===== config.mk =====
export PLATFORM = sky130hd
export DESIGN_NAME = hd63701_sci_fifo
export DESIGN_NICKNAME = d
export VERILOG_FILES = /design/src/rtl/hd63701_sci_pkg.sv /design/src/rtl/hd63701_sync_fifo.sv /design/src/rtl/hd63701_sci_fifo.sv
export SDC_FILE = /design/constraint.sdc
export NUM_CORES = 1
export LEC_CHECK = 0
export BUFFER_PORTS_ARGS = -buffer_cell sky130_fd_sc_hd__buf_2
export CAP_MARGIN = 20
export CORE_MARGIN = 2
export CORE_UTILIZATION = 35
export CTS_CLUSTER_DIAMETER = 100
export CTS_CLUSTER_SIZE = 28
export DETAILED_ROUTE_END_ITERATION = 7
export GPL_ROUTABILITY_DRIVEN = 0
export GPL_TIMING_DRIVEN = 0
export PLACE_DENSITY = 0.48
export RECOVER_POWER = 25
export SETUP_SLACK_MARGIN = 0.05
export SLEW_MARGIN = 20
export SYNTH_ARGS = -nofsm -noshare
export SYNTH_HDL_FRONTEND = slang
export SYNTH_HIERARCHICAL = 1
export SYNTH_SLANG_ARGS = --single-unit

===== constraint.sdc =====
create_clock -name mcu_clx2 -period 4.45 [get_ports mcu_clx2]
set_clock_uncertainty 0.2 [all_clocks]
set_input_delay 0.2225 -clock mcu_clx2 [delete_from_list [all_inputs] [get_ports mcu_clx2]]
set_output_delay 0.2225 -clock mcu_clx2 [all_outputs]
set_load 0.05 [all_outputs]

===== src/rtl/hd63701_sci_pkg.sv =====
// Shared constants, state encodings and parity helper for the HD63701 SCI with FIFOs.
package hd63701_sci_pkg;

   localparam logic [1:0] OFF_CTRL = 2'd0;
   localparam logic [1:0] OFF_STAT = 2'd1;
   localparam logic [1:0] OFF_DATA = 2'd2;
   localparam logic [1:0] OFF_DIV  = 2'd3;

   localparam int CTRL_RE   = 0;
   localparam int CTRL_TE   = 1;
   localparam int CTRL_RIE  = 2;
   localparam int CTRL_TIE  = 3;
   localparam int CTRL_PEN  = 4;
   localparam int CTRL_PODD = 5;

   localparam int STAT_RXNE    = 0;
   localparam int STAT_RXFULL  = 1;
   localparam int STAT_TXEMPTY = 2;
   localparam int STAT_TXNF    = 3;
   localparam int STAT_ORE     = 4;
   localparam int STAT_FE      = 5;
   localparam int STAT_PE      = 6;

   localparam int         OVERSAMPLE = 16;
   localparam logic [3:0] TICK_LAST  = 4'(OVERSAMPLE - 1);
   localparam logic [3:0] TICK_MID   = 4'(OVERSAMPLE / 2 - 1);

   typedef enum logic [2:0] {
      RX_IDLE  = 3'd0,
      RX_START = 3'd1,
      RX_DATA  = 3'd2,
      RX_PAR   = 3'd3,
      RX_STOP  = 3'd4
   } rx_state_e;

   typedef enum logic [2:0] {
      TX_IDLE  = 3'd0,
      TX_START = 3'd1,
      TX_DATA  = 3'd2,
      TX_PAR   = 3'd3,
      TX_STOP  = 3'd4
   } tx_state_e;

   // Parity bit that makes the frame even (odd when odd is set).
   function automatic logic parity_bit(input logic [7:0] data, input logic odd);
      return (^data) ^ odd;
   endfunction

endpackage


===== src/rtl/hd63701_sync_fifo.sv =====
// Single-clock FIFO; a push on a full FIFO is accepted only when a pop happens in the same cycle.
module hd63701_sync_fifo #(
   parameter int WIDTH = 8,
   parameter int DEPTH = 4
) (
   input  logic                     clk,
   input  logic                     rst_n,
   input  logic                     flush,
   input  logic                     push,
   input  logic [WIDTH-1:0]         wdata,
   input  logic                     pop,
   output logic [WIDTH-1:0]         rdata,
   output logic                     full,
   output logic                     empty,
   output logic [$clog2(DEPTH):0]   count
);
   localparam int AW = $clog2(DEPTH);
   localparam int CW = AW + 1;

   logic [WIDTH-1:0] mem_q [DEPTH];
   logic [AW-1:0]    wr_ptr_q;
   logic [AW-1:0]    rd_ptr_q;
   logic [CW-1:0]    count_q;
   logic             do_push_s;
   logic             do_pop_s;

   assign empty     = (count_q == CW'(0));
   assign full      = (count_q == CW'(DEPTH));
   assign count     = count_q;
   assign rdata     = mem_q[rd_ptr_q];
   assign do_pop_s  = pop & ~empty;
   assign do_push_s = push & (~full | do_pop_s);

   // Pointer and occupancy bookkeeping; pointers wrap naturally since DEPTH is a power of two.
   always_ff @(posedge clk or negedge rst_n) begin
      if (!rst_n) begin
         wr_ptr_q <= '0;
         rd_ptr_q <= '0;
         count_q  <= '0;
      end else if (flush) begin
         wr_ptr_q <= '0;
         rd_ptr_q <= '0;
         count_q  <= '0;
      end else begin
         if (do_push_s) wr_ptr_q <= wr_ptr_q + AW'(1'b1);
         if (do_pop_s)  rd_ptr_q <= rd_ptr_q + AW'(1'b1);
         count_q <= count_q + CW'(do_push_s) - CW'(do_pop_s);
      end
   end

   // Storage array.
   always_ff @(posedge clk or negedge rst_n) begin
      if (!rst_n) begin
         for (int i = 0; i < DEPTH; i++) mem_q[i] <= '0;
      end else if (do_push_s) begin
         mem_q[wr_ptr_q] <= wdata;
      end
   end

endmodule


===== src/rtl/hd63701_sci_fifo.sv =====
// HD63701 serial interface: 16x-oversampled UART with programmable divisor, optional parity,
// and RX/TX FIFOs behind a 4-byte register window.
module hd63701_sci_fifo
   import hd63701_sci_pkg::*;
#(
   parameter logic [15:0] BASE_ADDR  = 16'h0010,
   parameter int          FIFO_DEPTH = 4,
   parameter logic [7:0]  DIV_RST    = 8'h00
) (
   input  logic        mcu_clx2,
   input  logic        mcu_rst_n,
   input  logic [15:0] mcu_ad,
   input  logic        mcu_wr,
   input  logic        mcu_rd,
   input  logic [7:0]  mcu_do,
   output logic        en_sci,
   output logic [7:0]  iod,
   input  logic        rx,
   output logic        tx,
   output logic        te,
   output logic        irq
);
   localparam int CW = $clog2(FIFO_DEPTH) + 1;

   logic [15:0] offset_s;
   logic [1:0]  reg_sel_s;
   logic wr_ctrl_s, wr_stat_s, wr_data_s, wr_div_s, rd_data_s, te_clr_s, re_clr_s;
   logic [5:0]  ctrl_q;
   logic [7:0]  div_q, presc_q, stat_s;
   logic        tick_s;
   logic        ore_q, fe_q, pe_q, irq_q, ore_d, fe_d, pe_d, irq_d;
   logic        ore_set_s, fe_set_s, pe_set_s;
   logic        rx_s1_q, rx_s2_q, rx_prev_q, rx_fall_s;
   rx_state_e   rx_state_q, rx_state_d;
   logic [3:0]  rx_cnt_q, rx_cnt_d;
   logic [2:0]  rx_bit_q, rx_bit_d;
   logic [7:0]  rx_shift_q, rx_shift_d;
   logic        rx_par_q, rx_par_d, rx_bit_end_s, rx_push_s;
   tx_state_e   tx_state_q, tx_state_d;
   logic [3:0]  tx_cnt_q, tx_cnt_d;
   logic [2:0]  tx_bit_q, tx_bit_d;
   logic [7:0]  tx_data_q, tx_data_d;
   logic        tx_q, tx_d, tx_bit_end_s, tx_pop_s;
   logic [7:0]  rxf_rdata_s, txf_rdata_s;
   logic        rxf_full_s, rxf_empty_s, txf_full_s, txf_empty_s, txempty_s;
   logic [CW-1:0] rxf_count_s, txf_count_s;

   // Window decode by subtraction so an unaligned BASE_ADDR still maps four bytes.
   assign offset_s  = mcu_ad - BASE_ADDR;
   assign en_sci    = (offset_s < 16'd4);
   assign reg_sel_s = offset_s[1:0];
   assign wr_ctrl_s = en_sci & mcu_wr & (reg_sel_s == OFF_CTRL);
   assign wr_stat_s = en_sci & mcu_wr & (reg_sel_s == OFF_STAT);
   assign wr_data_s = en_sci & mcu_wr & (reg_sel_s == OFF_DATA);
   assign wr_div_s  = en_sci & mcu_wr & (reg_sel_s == OFF_DIV);
   assign rd_data_s = en_sci & mcu_rd & (reg_sel_s == OFF_DATA);
   assign te_clr_s  = wr_ctrl_s & ctrl_q[CTRL_TE] & ~mcu_do[CTRL_TE];
   assign re_clr_s  = wr_ctrl_s & ctrl_q[CTRL_RE] & ~mcu_do[CTRL_RE];
   assign tick_s    = (presc_q == div_q);

   assign txempty_s = (txf_count_s == CW'(0)) & (tx_state_q == TX_IDLE);
   assign stat_s    = {1'b0, pe_q, fe_q, ore_q, ~txf_full_s, txempty_s,
                       (rxf_count_s == CW'(FIFO_DEPTH)), ~rxf_empty_s};

   // Register read mux.
   always_comb begin
      iod = 8'h00;
      if (en_sci) begin
         case (reg_sel_s)
            OFF_CTRL: iod = {2'b00, ctrl_q};
            OFF_STAT: iod = stat_s;
            OFF_DATA: iod = rxf_rdata_s;
            OFF_DIV:  iod = div_q;
            default:  iod = 8'h00;
         endcase
      end else begin
         iod = 8'h00;
      end
   end

   // Control/divisor registers and baud prescaler.
   always_ff @(posedge mcu_clx2 or negedge mcu_rst_n) begin
      if (!mcu_rst_n) begin
         ctrl_q  <= 6'd0;
         div_q   <= DIV_RST;
         presc_q <= 8'd0;
      end else begin
         if (wr_ctrl_s) ctrl_q <= mcu_do[5:0];
         if (wr_div_s)  div_q  <= mcu_do;
         presc_q <= (wr_div_s || tick_s) ? 8'd0 : presc_q + 8'd1;
      end
   end

   // Sticky error flags: a same-cycle set overrides the write-one-to-clear.
   assign ore_set_s = rx_push_s & rxf_full_s & ~rd_data_s;
   assign ore_d = (ore_q & ~(wr_stat_s & mcu_do[STAT_ORE])) | ore_set_s;
   assign fe_d  = (fe_q  & ~(wr_stat_s & mcu_do[STAT_FE]))  | fe_set_s;
   assign pe_d  = (pe_q  & ~(wr_stat_s & mcu_do[STAT_PE]))  | pe_set_s;
   assign irq_d = (ctrl_q[CTRL_RIE] & (~rxf_empty_s | ore_q | fe_q | pe_q)) |
                  (ctrl_q[CTRL_TIE] & txempty_s);

   // Status flags, irq and RX synchroniser.
   always_ff @(posedge mcu_clx2 or negedge mcu_rst_n) begin
      if (!mcu_rst_n) begin
         {ore_q, fe_q, pe_q, irq_q}     <= 4'b0000;
         {rx_s1_q, rx_s2_q, rx_prev_q}  <= 3'b111;
      end else begin
         {ore_q, fe_q, pe_q, irq_q}     <= {ore_d, fe_d, pe_d, irq_d};
         {rx_s1_q, rx_s2_q, rx_prev_q}  <= {rx, rx_s1_q, rx_s2_q};
      end
   end

   assign rx_fall_s    = rx_prev_q & ~rx_s2_q;
   assign rx_bit_end_s = tick_s & (rx_cnt_q == TICK_LAST);
   assign tx_bit_end_s = tick_s & (tx_cnt_q == TICK_LAST);

   // FSM state registers.
   always_ff @(posedge mcu_clx2 or negedge mcu_rst_n) begin
      if (!mcu_rst_n) begin
         rx_state_q <= RX_IDLE; rx_cnt_q <= 4'd0; rx_bit_q <= 3'd0;
         rx_shift_q <= 8'h00;   rx_par_q <= 1'b0;
         tx_state_q <= TX_IDLE; tx_cnt_q <= 4'd0; tx_bit_q <= 3'd0;
         tx_data_q  <= 8'h00;   tx_q     <= 1'b1;
      end else begin
         rx_state_q <= rx_state_d; rx_cnt_q <= rx_cnt_d; rx_bit_q <= rx_bit_d;
         rx_shift_q <= rx_shift_d; rx_par_q <= rx_par_d;
         tx_state_q <= tx_state_d; tx_cnt_q <= tx_cnt_d; tx_bit_q <= tx_bit_d;
         tx_data_q  <= tx_data_d;  tx_q     <= tx_d;
      end
   end

   // Receiver next state: start verified at mid-bit, later bits sampled every 16 ticks.
   always_comb begin
      rx_state_d = rx_state_q; rx_cnt_d = rx_cnt_q; rx_bit_d = rx_bit_q;
      rx_shift_d = rx_shift_q; rx_par_d = rx_par_q;
      rx_push_s  = 1'b0; fe_set_s = 1'b0; pe_set_s = 1'b0;
      if (!ctrl_q[CTRL_RE] || re_clr_s) begin
         rx_state_d = RX_IDLE;
      end else begin
         case (rx_state_q)
            RX_IDLE: begin
               rx_cnt_d   = 4'd0;
               rx_bit_d   = 3'd0;
               rx_state_d = rx_fall_s ? RX_START : RX_IDLE;
            end
            RX_START: begin
               if (tick_s && (rx_cnt_q == TICK_MID)) begin
                  rx_cnt_d   = 4'd0;
                  rx_state_d = rx_s2_q ? RX_IDLE : RX_DATA;
               end else begin
                  rx_cnt_d = rx_cnt_q + {3'd0, tick_s};
               end
            end
            RX_DATA: begin
               rx_cnt_d = rx_cnt_q + {3'd0, tick_s};
               if (rx_bit_end_s) begin
                  rx_shift_d = {rx_s2_q, rx_shift_q[7:1]};
                  rx_bit_d   = rx_bit_q + 3'd1;
                  if (rx_bit_q == 3'd7) rx_state_d = ctrl_q[CTRL_PEN] ? RX_PAR : RX_STOP;
                  else                  rx_state_d = RX_DATA;
               end else begin
                  rx_state_d = RX_DATA;
               end
            end
            RX_PAR: begin
               rx_cnt_d = rx_cnt_q + {3'd0, tick_s};
               if (rx_bit_end_s) begin
                  rx_par_d   = rx_s2_q;
                  rx_state_d = RX_STOP;
               end else begin
                  rx_state_d = RX_PAR;
               end
            end
            RX_STOP: begin
               rx_cnt_d = rx_cnt_q + {3'd0, tick_s};
               if (rx_bit_end_s) begin
                  rx_push_s  = 1'b1;
                  fe_set_s   = ~rx_s2_q;
                  pe_set_s   = ctrl_q[CTRL_PEN] &
                               (rx_par_q != parity_bit(rx_shift_q, ctrl_q[CTRL_PODD]));
                  rx_state_d = RX_IDLE;
               end else begin
                  rx_state_d = RX_STOP;
               end
            end
            default: rx_state_d = RX_IDLE;
         endcase
      end
   end

   // Transmitter next state: each frame stage lasts 16 ticks, frames chain while data waits.
   always_comb begin
      tx_state_d = tx_state_q; tx_cnt_d = tx_cnt_q; tx_bit_d = tx_bit_q;
      tx_data_d  = tx_data_q;  tx_d     = tx_q;     tx_pop_s = 1'b0;
      if (te_clr_s) begin
         tx_state_d = TX_IDLE;
         tx_d       = 1'b1;
      end else begin
         case (tx_state_q)
            TX_IDLE: begin
               tx_cnt_d = 4'd0;
               tx_bit_d = 3'd0;
               tx_d     = 1'b1;
               if (tick_s && ctrl_q[CTRL_TE] && !txf_empty_s) begin
                  tx_state_d = TX_START; tx_pop_s = 1'b1;
                  tx_data_d  = txf_rdata_s; tx_d = 1'b0;
               end else begin
                  tx_state_d = TX_IDLE;
               end
            end
            TX_START: begin
               tx_cnt_d = tx_cnt_q + {3'd0, tick_s};
               if (tx_bit_end_s) begin
                  tx_state_d = TX_DATA; tx_bit_d = 3'd0; tx_d = tx_data_q[0];
               end else begin
                  tx_state_d = TX_START;
               end
            end
            TX_DATA: begin
               tx_cnt_d = tx_cnt_q + {3'd0, tick_s};
               if (tx_bit_end_s && (tx_bit_q == 3'd7)) begin
                  if (ctrl_q[CTRL_PEN]) begin
                     tx_state_d = TX_PAR;
                     tx_d       = parity_bit(tx_data_q, ctrl_q[CTRL_PODD]);
                  end else begin
                     tx_state_d = TX_STOP;
                     tx_d       = 1'b1;
                  end
               end else if (tx_bit_end_s) begin
                  tx_bit_d = tx_bit_q + 3'd1;
                  tx_d     = tx_data_q[tx_bit_q + 3'd1];
               end else begin
                  tx_state_d = TX_DATA;
               end
            end
            TX_PAR: begin
               tx_cnt_d = tx_cnt_q + {3'd0, tick_s};
               if (tx_bit_end_s) begin
                  tx_state_d = TX_STOP; tx_d = 1'b1;
               end else begin
                  tx_state_d = TX_PAR;
               end
            end
            TX_STOP: begin
               tx_cnt_d = tx_cnt_q + {3'd0, tick_s};
               if (tx_bit_end_s && ctrl_q[CTRL_TE] && !txf_empty_s) begin
                  tx_state_d = TX_START; tx_pop_s = 1'b1;
                  tx_data_d  = txf_rdata_s; tx_d = 1'b0;
               end else if (tx_bit_end_s) begin
                  tx_state_d = TX_IDLE; tx_d = 1'b1;
               end else begin
                  tx_state_d = TX_STOP;
               end
            end
            default: begin
               tx_state_d = TX_IDLE; tx_d = 1'b1;
            end
         endcase
      end
   end

   hd63701_sync_fifo #(.WIDTH(8), .DEPTH(FIFO_DEPTH)) u_rx_fifo (
      .clk(mcu_clx2), .rst_n(mcu_rst_n), .flush(1'b0),
      .push(rx_push_s), .wdata(rx_shift_q), .pop(rd_data_s),
      .rdata(rxf_rdata_s), .full(rxf_full_s), .empty(rxf_empty_s), .count(rxf_count_s)
   );

   hd63701_sync_fifo #(.WIDTH(8), .DEPTH(FIFO_DEPTH)) u_tx_fifo (
      .clk(mcu_clx2), .rst_n(mcu_rst_n), .flush(te_clr_s),
      .push(wr_data_s), .wdata(mcu_do), .pop(tx_pop_s),
      .rdata(txf_rdata_s), .full(txf_full_s), .empty(txf_empty_s), .count(txf_count_s)
   );

   assign tx  = tx_q;
   assign te  = ctrl_q[CTRL_TE];
   assign irq = irq_q;

endmodule

## Word-level counts from Yosys, hierarchy flattened

Index checks and enable logic that the tools add are counted.

| word-level totals | value |
|---|---|
| memories | 0 |
| input bits | 29 |
| memory bits (read-only) | 0 |
| logic and storage cells | 255 |
| register bits | 145 |
| RAM bits | 0 |
| bits in latches | 0 |
| output and inout port bits | 12 |

| operators by class | value |
|---|---|
| eq/ne operators | 30 |
| add/sub/neg operators | 14 |
| multipliers | 0 |
| div/mod/pow operators | 0 |
| muxes and demuxes | 75 |
| order comparisons | 8 |
| shifts and indexed selects | 0 |
| bitwise operators | 58 |
| reduce and logical (&&, ||, !) cells | 36 |

Operators with widths:

| operator | count |
|---|---|
| $mux W8 | 10 |
| $bwmux W32 | 2 |
| $mux W3 | 18 |
| $bmux W8 S2 | 2 |
| $demux W8 S2 | 2 |
| $pmux W8 S4 | 1 |
| $and A1 B1 Y1 | 30 |
| $pmux W3 S5 | 2 |
| $mux W1 | 23 |
| $eq A3 B3 Y1 const B | 6 |
| $lt A16 B3 Y1 const B | 1 |
| $pmux W8 S2 | 1 |
| $reduce_xor A8 Y1 | 2 |
| $sub A16 B5 Y16 const B | 1 |
| $not A1 Y1 | 13 |
| $eq A3 B2 Y1 const B | 4 |
| $ge A3 B3 Y1 const B | 4 |
| $logic_not A3 Y1 | 4 |
| $mux W2 | 6 |
| $not A2 Y3 | 4 |
| $pmux W4 S3 | 1 |
| $ne A2 B2 Y1 const B | 5 |
| $reduce_bool A2 Y1 | 5 |
| $or A1 B1 Y1 | 9 |
| other kinds (37) | 65 |

## Longest topological paths before layout

Gate-level depths: netlist of run 1.

| depth | value |
|---|---|
| word-level depth | 13 |
| gate-level depth with buffers | 19 |
| depth with buffers taken out | 16 |

## By module

The synthesis of run 1 kept the hierarchy.

Modules (own cells, without submodules):

| module | cells an instance | area each (sq um) | instances | seq. area each (sq um) |
|---|---|---|---|---|
| hd63701_sci_fifo | 372 | 3938.8 | 1 | 1681.6 |
| hd63701_sync_fifo (u_rx_fifo) | 123 | 1834.3 | 1 | 975.9 |
| hd63701_sync_fifo (u_tx_fifo) | 125 | 1833.0 | 1 | 975.9 |

## Worst setup path before layout of run 1

No wires, ideal clock.

| timing | value |
|---|---|
| path kind | input port to flip-flop |
| start | in mcu_ad[12] |
| end | reg u_tx_fifo.count_q[2], in the netlist u_tx_fifo/count[2] |
| library setup time | 0.086 ns |
| required time | 4.164 ns |
| stages on the path | 18 |
| buffers on the path | 2 |
| arrival | 3.491 ns |
| path slack | 0.673 ns |
| path through | nor4_1 > nand4_1 > or4b_1 > buf_6 > clkinv_8 > nor2_2 > and3_1 > buf_6 > nor4b_4 > nand2b_1 > ha_1 > inv_1 > ha_1 > inv_1 > fa_1 > xor2_1 > and2_1 > nor3_1 |

| between the ends | value |
|---|---|
| cells in the longest elaborated chain, start to end | 13 |
| elaborated cells on any way between the ends | 14 |
| those cells by class | add/sub: 3; order compare: 1; mux: 2; bitwise: 8 |

RTL lines:

| what | line | text |
|---|---|---|
| from (decl) | hd63701_sci_fifo.sv:12 | `input logic [15:0] mcu_ad,` |
| $sub A16 B5 Y16 * | hd63701_sci_fifo.sv:49 | `assign offset_s = mcu_ad - BASE_ADDR;` |
| $lt A16 B3 Y1 * | hd63701_sci_fifo.sv:50 | `assign en_sci = (offset_s < 16'd4);` |
| $and A1 B1 Y1 * (2 in a row) | hd63701_sci_fifo.sv:52 | `assign wr_ctrl_s = en_sci & mcu_wr & (reg_sel_s == OFF_CTRL);` |
| $and A1 B1 Y1 * (2 in a row) | hd63701_sci_fifo.sv:57 | `assign te_clr_s = wr_ctrl_s & ctrl_q[CTRL_TE] & ~mcu_do[CTRL_TE];` |
| net te_clr_s | hd63701_sci_fifo.sv:27 | `logic wr_ctrl_s, wr_stat_s, wr_data_s, wr_div_s, rd_data_s, te_clr_s, re_clr_s;` |
| $mux W1 * | hd63701_sci_fifo.sv:195 | `if (te_clr_s) begin` |
| net tx_pop_s | hd63701_sci_fifo.sv:43 | `logic tx_q, tx_d, tx_bit_end_s, tx_pop_s;` |
| $and A1 B1 Y1 * | hd63701_sync_fifo.sv:31 | `assign do_pop_s = pop & ~empty;` |
| $or A1 B1 Y1 | hd63701_sync_fifo.sv:32 | `assign do_push_s = push & (~full \| do_pop_s);` |
| $and A1 B1 Y1 | hd63701_sync_fifo.sv:32 |  |
| $add A3 B1 Y3 | hd63701_sync_fifo.sv:47 | `count_q <= count_q + CW'(do_push_s) - CW'(do_pop_s);` |
| $sub A3 B1 Y3 * | hd63701_sync_fifo.sv:47 |  |
| $mux W3 * | hd63701_sync_fifo.sv:40 | `end else if (flush) begin` |
| to (signal assigned) | hd63701_sync_fifo.sv:47 |  |
| to (decl) | hd63701_sync_fifo.sv:23 | `logic [CW-1:0] count_q;` |

Mark *: on every way through the listed nets, which the timed path passes. The rest lies on a longest branch.
A chain may end at the register's enable or synchronous reset.

## Worst setup path after layout of run 1

| timing | value |
|---|---|
| start | in mcu_do[1] |
| end | reg u_tx_fifo.count_q[2], in the netlist u_tx_fifo/count[2] |

| between the ends | value |
|---|---|
| cells in the longest elaborated chain, start to end | 9 |

RTL lines:

| what | line | text |
|---|---|---|
| from (decl) | hd63701_sci_fifo.sv:15 | `input logic [7:0] mcu_do,` |
| $not A1 Y1 * | hd63701_sci_fifo.sv:57 |  |
| $and A1 B1 Y1 * | hd63701_sci_fifo.sv:57 |  |
| net te_clr_s | hd63701_sci_fifo.sv:27 |  |
| $mux W1 * | hd63701_sci_fifo.sv:195 |  |
| net tx_pop_s | hd63701_sci_fifo.sv:43 |  |
| $and A1 B1 Y1 * | hd63701_sync_fifo.sv:31 |  |
| $or A1 B1 Y1 | hd63701_sync_fifo.sv:32 |  |
| $and A1 B1 Y1 | hd63701_sync_fifo.sv:32 |  |
| $add A3 B1 Y3 | hd63701_sync_fifo.sv:47 |  |
| $sub A3 B1 Y3 * | hd63701_sync_fifo.sv:47 |  |
| $mux W3 * | hd63701_sync_fifo.sv:40 |  |

Marks and branches as above.

==> results of run 1 <==
through the flow:
| stage | util (%) | cells | hold WS [ns] | instance area [um^2] | setup slack (ns) |
|---|---|---|---|---|---|
| 5_1_grt | 42.0 | 976 | 0.0789 | 8880 | 0.213 |
| 4_1_cts | 42.0 | 976 | 0.0517 | 8890 | 0.488 |
| 2_1_floorplan | - | 620 | -0.273 | 7610 | 0.673 |
| 3_3_place_gp | 38.5 | 934 | 0.130 | 8150 | 0.148 |
| 6_report | 42.0 | 976 | 0.0690 | 8880 | 0.473 |
| 3_5_place_dp | 38.7 | 935 | 0.0434 | 8180 | 0.0617 |
where the power goes:
part | leakage (uW) | internal, uW | total [uW] | switching (uW)
combinational | 0.00178 | 132 | 317 | 185
clock | 0.000279 | 888 | 1480 | 591
sequential | 0.00198 | 1360 | 1410 | 42.6
total | 0.00404 | 2380 | 3200 | 819
cells in the mapped netlist, types with 14 or more instances:
library cell,number,share of area (%)
dfrtp_1,141,46
mux2_2,89,13
nor2_1,35,1.7
nand3_1,17,1.1
xnor2_1,22,2.5
inv_1,23,1.1
o21ai_0,19,1.3
nand2_1,27,1.3
mux4_2,21,6.2
clkbuf_1,16,0.79
xor2_1,14,1.6
ha_1,20,3.3
a21oi_1,19,1.3
layer usage:
layer | global-route usage [%] | share of wire [%]
met3 | 3.43 | 2.7
met2 | 25.8 | 46
met4 | 5.00 | 1.3
met5 | 0 | 0
met1 | 24.0 | 50
worst min-delay path, stage by stage:
cell and delay [ns]:
buf_6 0.11, nor3b_1 0.11, o31ai_1 0.20
layout make-up:
class / count / area share [%]
Multi-Input combinational cell: 429 / 42.4
Clock inverter: 14 / 2.03
Inverter: 24 / 1.16
Sequential cell: 145 / 40.9
Clock buffer: 17 / 4.79
Timing Repair Buffer: 50 / 3.64
Buffer: 22 / 1.21
Tap cell: 275 / 3.88
timing repair:
action                                  in CTS  in global routing
endpoints found under the setup margin       0                  0
hold buffers                                10                  0
resized for setup                            0                  0
endpoints found under the hold margin      120                  0
worst min path at each step:
stage,slack [ns],endpoint,cells past startpoint
3_5_place_dp,0.04,rx_bit_q[1]$_DFFE_PN0P_,1
5_1_grt,0.08,ore_q$_DFF_PN0_,3
2_1_floorplan,-0.27,ctrl_q[0]$_DFFE_PN0N_,0
6_report,0.07,ore_q$_DFF_PN0_,3
4_1_cts,0.05,ore_q$_DFF_PN0_,3
3_3_place_gp,0.13,rx_s1_q$_DFF_PN1_,1
registers in the layout, summed over array words and instances (netlist names), 6 cells and up:
signal,flops
tx_data_q,8
div_q,8
ctrl_q,6
u_rx_fifo/mem_q,32
rx_shift_q,8
u_tx_fifo/mem_q,32
presc_q,8
kinds of logic after synthesis:
group	count (synthesis)	synth area share (%)
simple gates	164	12.4
flops	145	47.8
mux	121	21.4
compound gates	83	7.24
buf+inv	46	2.76
xor+xnor	37	4.44
fa+ha+maj	23	3.95
other cells	1	0.0493
==> impl_metrics.ini, run 1 <==
[placement]
portBuffers = 39
dp_hpwl_um = 12900

[sta]
slew_headroom_pct = -28.0
rsz0062_at_grt = false
finalCriticalPeriod_ns = 3.98
maxSlewViolCount = 73
max_freq_ghz = 0.251
setup_viol = 0
fin_crit_sh_pct = 89.4
hold_viol = 0
final.setup.tns_ns = 0
tightest_slew_ns = 1.92

[global_routing]
grt_max_degree = 74
first_global_vias = 5257
overflow = 0
grt_pass1_wl_um = 28900
grt_antenna_before_repair = 0
grt_use_total_pct = 16.8

[setup_path]
start_kind = primary input
critical_path_arrival_ns = 4.10
reg2reg_from = u_tx_fifo/count[1]$_DFF_PN0_
cp-startpoint = mcu_do[1]
required_ns = 4.58
end_kind = register
crit_fanout = 12
cp.depth = 18
cp_cell_sequence = dlygate4sd3_1 -> buf_2 -> or4b_1 -> buf_6 -> clkinv_8 -> nor2_2 -> and3_1 -> buf_6 -> nor4b_4 -> nand2b_1 -> ha_1 -> inv_1 -> ha_1 -> inv_1 -> fa_1 -> xor2_1 -> and2_1 -> nor3_1
critPathSlowestCell = dlygate4sd3_1
rrSetupSlack_ns = 0.53
cp_num_buf_inv = 7
critPathCapture = u_tx_fifo/count[2]$_DFF_PN0_
slowest_delay_ns = 0.54
r2r_end = u_tx_fifo/count[2]$_DFF_PN0_
crit_type = in -> reg
critPathTopFamily = simple AND/OR/NAND/NOR gates
rr_worst_depth = 15

[cts]
clock_path_buffers = 2
cts_inserted_buffers = 17
clk_pin_slew_worst_paths_ns = 0.06
cts.sinks = 145
post_cts_buffers = 0
root_buffer = clkbuf_16
cts_tree = built
cts_max_level = 4
clock_latency_ns = 0.42

[yosys]
netlist_area_mm2 = 0.00761
synth_warnings = 6
netlist_instances = 620
ys_types = 68
synth-edff-count = 0
synth_flop_cell = dfrtp_1
synth_seq_cells = 145
synth.avg_cell_area_um2 = 12.3
ys_seq_area_share_pct = 47.8
async_reset_ff_share_pct = 100
synth_nets = 671

[floorplanning]
die-area_mm2 = 0.0229
core_mm2 = 0.0212
dieHeight_um = 151
fp.dieW_um = 151
rows = 53
io_pins = 41
start_util_pct = 36.0

[finish]
syn_to_final_growth_pct = 16.7
nNetsFinal = 740
ff_latch_area_mm2 = 0.00363
insertedDiodeCount = 0
final_cell_mix = dfrtp_1, mux2_2, buf_2
multi_input_comb_area_mm2 = 0.00376
final_common_cell = dfrtp_1
drive_above_1_share_pct = 31.0
nFillCells = 1995

[detailed_routing]
vias_per_cell = 5.25
vias = 5121
antenna_left = 0
first_pass_iters = 4
drt_wl_total_um = 18200
drt_iter0_drc = 252
wl_per_cell_um = 18.6
drcViolationCount = 0

[job]
cap_violations = 1

[power]
power_uw = 3200
leakagePower_uw = 0.00404
p_per_area_mw_per_mm2 = 361
ir_drop_mv = 0.259

[run_status]
violations = capacitance limit, slew limit
outcome = complete, but fails checks

[worst_hold_path]
hold_start = mcu_ad[0]
min_path_type = in -> reg
No activity file was read; power rests on OpenSTA's default activity.
==> run 2, diff against run 1 <==
--- a/config.mk
+++ b/config.mk
@@ -7,6 +7,7 @@
 export LEC_CHECK = 0
 export BUFFER_PORTS_ARGS = -buffer_cell sky130_fd_sc_hd__buf_2
 export CAP_MARGIN = 20
+export CORE_ASPECT_RATIO = 1.25
 export CORE_MARGIN = 2
 export CORE_UTILIZATION = 35
 export CTS_CLUSTER_DIAMETER = 100
==> run 2 against run 1 <==
Net effect:
- the run still ends with capacitance limit, slew limit left
- non-clock buffer count is 2 lower
- clock power is 5% lower
- critical path depth is 5 lower
- worst hold slack worse by 0.045 ns
- critical endpoint is now u_rx_fifo/count[2]$_DFF_PN0_
- highest routed layer unchanged
==> impl_metrics.ini, run 2 (synthesized netlist as in run 1, its figures left out) <==
[run_status]
outcome = complete, but fails checks
violations = capacitance limit, slew limit

[finish]
syn_to_final_growth_pct = 16.2
final_cell_mix = dfrtp_1, mux2_2, buf_2
final_cells = 979
final_common_cell = dfrtp_1
nNetsFinal = 738
insertedDiodeCount = 0
top_regs = u_rx_fifo/mem_q x32, u_tx_fifo/mem_q x32
drive_above_1_share_pct = 31.1

[global_routing]
grt_use_total_pct = 17.2
grt_max_degree = 97
grt_antenna_before_repair = 0
overflow = 0
grt_pass1_wl_um = 30100
first_global_vias = 5469

[detailed_routing]
antenna_left = 0
first_pass_iters = 4
drt_wl_total_um = 18400
wl_per_cell_um = 18.8
vias = 5044
vias_per_cell = 5.15
drcViolationCount = 0
drt_iter0_drc = 225

[floorplanning]
fp.dieW_um = 136
die-area_mm2 = 0.0229
core_mm2 = 0.0214
dieHeight_um = 169
start_util_pct = 35.5
io_pins = 41
rows = 60

[cts]
cts_tree = built
cts_max_level = 4
post_cts_buffers = 0
cts.sinks = 145
root_buffer = clkbuf_16
clock_latency_ns = 0.42
cts_inserted_buffers = 17
clock_path_buffers = 2
clk_pin_slew_worst_paths_ns = 0.07

[sta]
finalCriticalPeriod_ns = 3.98
slew_headroom_pct = -87.9
maxSlewViolCount = 50
max_freq_ghz = 0.251
final.setup.tns_ns = 0
hold_viol = 0
rsz0062_at_grt = false
setup_viol = 0
tightest_slew_ns = 2.82
setup_ws_ns = 0.468
fin_crit_sh_pct = 89.5

[worst_hold_path]
min_path_type = in -> reg

[setup_path]
end_kind = register
crit_type = reg -> reg
critical_path_arrival_ns = 4.10
required_ns = 4.56
start_kind = register
crit_fanout = 6

[placement]
placed_cells = 939
pre_cts_slack_ns = 0.130
dp_hpwl_um = 13200
portBuffers = 39

[power]
ir_drop_mv = 0.349
p_per_area_mw_per_mm2 = 354
leakagePower_uw = 0.00403

[job]
cap_violations = 1
[run 2: changes by cell type in the layout (fill, tap and decap cells not counted), sizes merged]
cell,previous run,this run
dlygate4sd3,10,8
bufinv,3,1
inv,28,29
clkinvlp,5,2
clkinv,2,7
[run 2: worst max-delay path, cell delays in order (launching register included)]
cell	delay, ns
dfrtp_1	0.46
xnor2_1	0.22
nand4_1	0.38
nor2_2	0.41
nand3_1	0.22
or3_1	0.52
inv_1	0.20
nor2b_1	0.32
a21o_1	0.17
ha_1	0.13
inv_1	0.05
fa_1	0.38
xnor2_1	0.16
nor2_1	0.05
[run 2: path summary, 6_finish.rpt]
kind / slack [ns] / depth (start not counted) / from / endpoint
setup / recovery: 0.47 / 13 / presc_q[0]$_DFF_PN0_ / u_rx_fifo/count[2]$_DFF_PN0_
hold / removal: 0.02 / 2 / mcu_do[1] / u_tx_fifo/mem_q[1]$_DFFE_PN0P_
hold reg to reg: 0.16 / 0 / rx_s1_q$_DFF_PN1_ / rx_s2_q$_DFF_PN1_
min in group asynchronous: 1.05 / 2 / mcu_rst_n / tx_bit_q[1]$_DFFE_PN0P_
setup reg to reg: 0.47 / 13 / presc_q[0]$_DFF_PN0_ / u_rx_fifo/count[2]$_DFF_PN0_
max in group asynchronous: 1.41 / 2 / mcu_rst_n / u_tx_fifo/mem_q[6]$_DFFE_PN0P_
[run 2: repair_timing]
item	in CTS	in global routing
endpoints found under the setup margin	0	1
gates resized for setup	0	1
hold buffers	8	0
endpoints found under the hold margin	127	0
[run 2: through the flow]
| stage | total power (uW) | hold slack (ns) | util (%) | area (um^2) |
|---|---|---|---|---|
| finish | 3130 | 0.0240 | 41.3 | 8830 |
| global route | 3270 | 0.0154 | 41.3 | 8830 |
| CTS | 3160 | 0.0147 | 41.3 | 8840 |
| detailed placement | 1740 | -0.0392 | 38.3 | 8190 |
| global placement | 1730 | 0.131 | 38.1 | 8150 |
| floorplan | 1630 | -0.273 | - | 7610 |
[run 2: cell type report]
type	instances	area (um^2)
timing repair buffer	48	302
clock buffer	17	425
tap	279	349
multi-input combinational	429	3760
inverter	24	103
clock inverter	15	150
sequential	145	3630
fill	2039	12600
buffer	22	108
[run 2: power breakdown]
part / switching [uW] / internal (uW)
Sequential: 42.4 / 1360
Combinational: 186 / 132
Clock: 616 / 787
[run 2: layer usage]
metal  vias up  GRT usage [%]  routed length, um  part of all wire (%)
li1       2388              -                  -                     -
met1      2579           21.0               7940                    43
met2        54           30.8               9760                    53
met3        23           2.88                389                   2.1
met4         0           5.57                341                   1.9
met5         -              0                  0                     0
==> run 3, diff against run 2 <==
--- a/config.mk
+++ b/config.mk
@@ -5,17 +5,17 @@
 export SDC_FILE = /design/constraint.sdc
 export NUM_CORES = 1
 export LEC_CHECK = 0
+export ABC_AREA = 1
 export BUFFER_PORTS_ARGS = -buffer_cell sky130_fd_sc_hd__buf_2
 export CAP_MARGIN = 20
 export CORE_ASPECT_RATIO = 1.25
-export CORE_MARGIN = 2
 export CORE_UTILIZATION = 35
 export CTS_CLUSTER_DIAMETER = 100
 export CTS_CLUSTER_SIZE = 28
 export DETAILED_ROUTE_END_ITERATION = 7
 export GPL_ROUTABILITY_DRIVEN = 0
 export GPL_TIMING_DRIVEN = 0
-export PLACE_DENSITY = 0.48
+export PLACE_DENSITY = 0.47
 export RECOVER_POWER = 25
 export SETUP_SLACK_MARGIN = 0.05
 export SLEW_MARGIN = 20
==> run 3 against run 2 <==
Net effect:
- the run ends with DRC, capacitance limit, slew limit left
- clock power grew 13%
- worst hold slack better by 0.14 ns
- global-route usage up 3.5 points
- first-iteration DRC count rose by 64%
- final cell count up 46%
- die area rose by 4.7%
- flip-flop and latch count unchanged
- routed wire length up 28%
- highest routed layer unchanged
- core utilization is 0.22 points higher
- area after synthesis increased by 7.6%
==> impl_metrics.ini, run 3 <==
[run_status]
outcome = complete, but fails checks
violations = DRC, capacitance limit, slew limit

[sta]
slew_headroom_pct = -89.6
setup_ws_ns = 0.948
setup_viol = 0
finalCriticalPeriod_ns = 3.50
fin_crit_sh_pct = 78.7
final.setup.tns_ns = 0
rsz0062_at_grt = false
max_freq_ghz = 0.286
tightest_slew_ns = 2.84
hold_viol = 0
maxSlewViolCount = 55

[yosys]
synth_warnings = 6
synthTopCellsByCount = nand2_1, dfrtp_1, inv_1
synth_flop_cell = dfrtp_1
async_reset_ff_share_pct = 100
synth.avg_cell_area_um2 = 7.78
synth_top_area_share_pct = 43.1
netlist_area_mm2 = 0.00818
yosysMostFrequentCell = nand2_1
ys_seq_area_share_pct = 44.4
synth_seq_cells = 145
synth_area_leader_cell = dfrtp_1
ys_types = 49
synth.area.top_cells = dfrtp_1, nand2_1, nand4_1
netlist_instances = 1052
synth-edff-count = 0

[finish]
nNetsFinal = 1176
ff_latch_area_mm2 = 0.00363
top_regs = u_rx_fifo/mem_q x32, u_tx_fifo/mem_q x32
insertedDiodeCount = 0
drive_above_1_share_pct = 12.1
final_common_cell = nand2_1
nFillCells = 2400
final_cell_mix = nand2_1, dfrtp_1, inv_1
multi_input_comb_area_mm2 = 0.00391
syn_to_final_growth_pct = 16.5

[cts]
root_buffer = clkbuf_16
clock_path_buffers = 2
clk_pin_slew_worst_paths_ns = 0.06
cts.sinks = 145
clock_latency_ns = 0.43
cts_inserted_buffers = 17
cts_max_level = 4
cts_tree = built

[setup_path]
critPathSlowestCell = dfrtp_1
cp_cell_sequence = inv_1 -> nand2_1 -> nand2_1 -> nand2_1 -> inv_1 -> nand2_1 -> nor2_4 -> o2111ai_1 -> nor2_1 -> inv_1 -> nand3_2 -> buf_6 -> nand2_1 -> ha_1 -> inv_1 -> ha_1 -> inv_1 -> fa_1 -> nor2_1 -> nor2_1
end_kind = register
critical_path_arrival_ns = 3.62
crit_fanout = 10
slowest_delay_ns = 0.41
crit_type = reg -> reg
start_kind = register
required_ns = 4.57

[detailed_routing]
vias = 7047
drt_wl_total_um = 23700
wl_per_cell_um = 16.6
drt_iter0_drc = 369
drcViolationCount = 1
antenna_left = 0
first_pass_iters = 7
vias_per_cell = 4.94

[power]
ir_drop_mv = 0.273
leakagePower_uw = 0.00497
p_per_area_mw_per_mm2 = 315

[job]
cap_violations = 1

[floorplanning]
io_pins = 41
fp.dieW_um = 139
start_util_pct = 35.6
dieHeight_um = 173
die-area_mm2 = 0.0240
rows = 62
core_mm2 = 0.0230

[global_routing]
grt_pass1_wl_um = 38700
grt_max_degree = 92
grt_antenna_before_repair = 0
grt_use_total_pct = 20.8
overflow = 0
first_global_vias = 7208

[placement]
pre_cts_slack_ns = 0.926
dp_hpwl_um = 17100
portBuffers = 40

[worst_hold_path]
min_path_type = reg -> reg
-- run 3: changes by cell type in the layout (fill, tap and decap cells not counted), moves of 32 or more --
| cell | delta |
|---|---|
| nor2_1 | +53 |
| nand3_1 | +32 |
| inv_1 | +70 |
| mux2_2 | -88 |
| nand4_1 | +69 |
| nand2_1 | +315 |
| o21ai_0 | +51 |
-- run 3: worst max-delay path: cells and delay by family (launching register included) --
family / cells / cell delay [ns]
fa+ha+maj: 3 / 0.79
flops: 1 / 0.41
compound gates: 1 / 0.23
buf+inv: 6 / 0.53
simple gates: 10 / 1.21
-- run 3: kinds of logic (layout without fill, tap and decap cells) --
logic type | count (synthesis) | after routing | synth area share (%)
buffers and inverters | 137 | 221 | 7.98
multiplexers | 1 | 1 | 0.138
adder cells (fa/ha/maj) | 22 | 22 | 3.55
AND/OR/NAND/NOR | 609 | 609 | 33.8
flip-flops | 145 | 145 | 44.4
AO/OA/AOI/OAI | 119 | 119 | 8.13
other | 1 | 3 | 0.0458
XOR/XNOR | 18 | 18 | 1.93
-- run 3: area by class of cell --
type	instances	share of cell area [%]
Multi-Input combinational cell	772	41.0
Clock buffer	20	4.79
Clock inverter	12	1.90
Buffer	36	2.82
Inverter	101	4.03
Tap cell	288	3.78
Timing Repair Buffer	52	3.58
Sequential cell	145	38.1
-- run 3: worst paths after layout --
path	start	endpoint	slack [ns]	cells past startpoint
worst max-delay path	presc_q[4]$_DFF_PN0_	u_tx_fifo/count[2]$_DFF_PN0_	0.95	20
worst min-delay path	rx_s1_q$_DFF_PN1_	rx_s2_q$_DFF_PN1_	0.16	0
worst max register to register	presc_q[4]$_DFF_PN0_	u_tx_fifo/count[2]$_DFF_PN0_	0.95	20
worst min register to register	rx_s1_q$_DFF_PN1_	rx_s2_q$_DFF_PN1_	0.16	0
max in group asynchronous	mcu_rst_n	u_tx_fifo/mem_q[29]$_DFFE_PN0P_	1.18	2
min in group asynchronous	mcu_rst_n	tx_cnt_q[2]$_DFFE_PN0P_	1.25	2
-- run 3: what timing repair did --
item,in CTS,in global routing
hold buffers,11,0
hold endpoints to repair,93,0
buffers inserted,0,0
endpoints found under the setup margin,0,0
gates resized for setup,0,0
-- run 3: per-stage QoR --
step / total power, uW / util, % / instance area (um^2) / cells / hold slack [ns]
after floorplan: 1380 / - / 8190 / 1054 / -0.273
after global placement: 1440 / 38.1 / 8750 / 1382 / 0.127
after detailed placement: 1440 / 38.3 / 8790 / 1383 / -0.00583
after CTS: 3030 / 41.5 / 9540 / 1426 / 0.127
after global routing: 3100 / 41.5 / 9530 / 1426 / 0.170
final: 3000 / 41.5 / 9530 / 1426 / 0.160
-- run 3: report_power, final --
group	switching, uW	leakage, uW	total [uW]	internal (uW)
Sequential	2.31	0.00201	1320	1320
Combinational	71.1	0.00266	98.6	27.5
Clock	604	0.000299	1580	971
-- run 3: per-layer routing --
layer | wire length, um | up-vias | share of wire, % | GRT usage (%)
li1 | - | 3623 | - | -
met1 | 10400 | 3288 | 44 | 25.5
met2 | 12000 | 101 | 51 | 36.4
met3 | 597 | 35 | 2.5 | 2.77
met4 | 632 | 0 | 2.7 | 8.80
met5 | 0 | - | 0 | 0
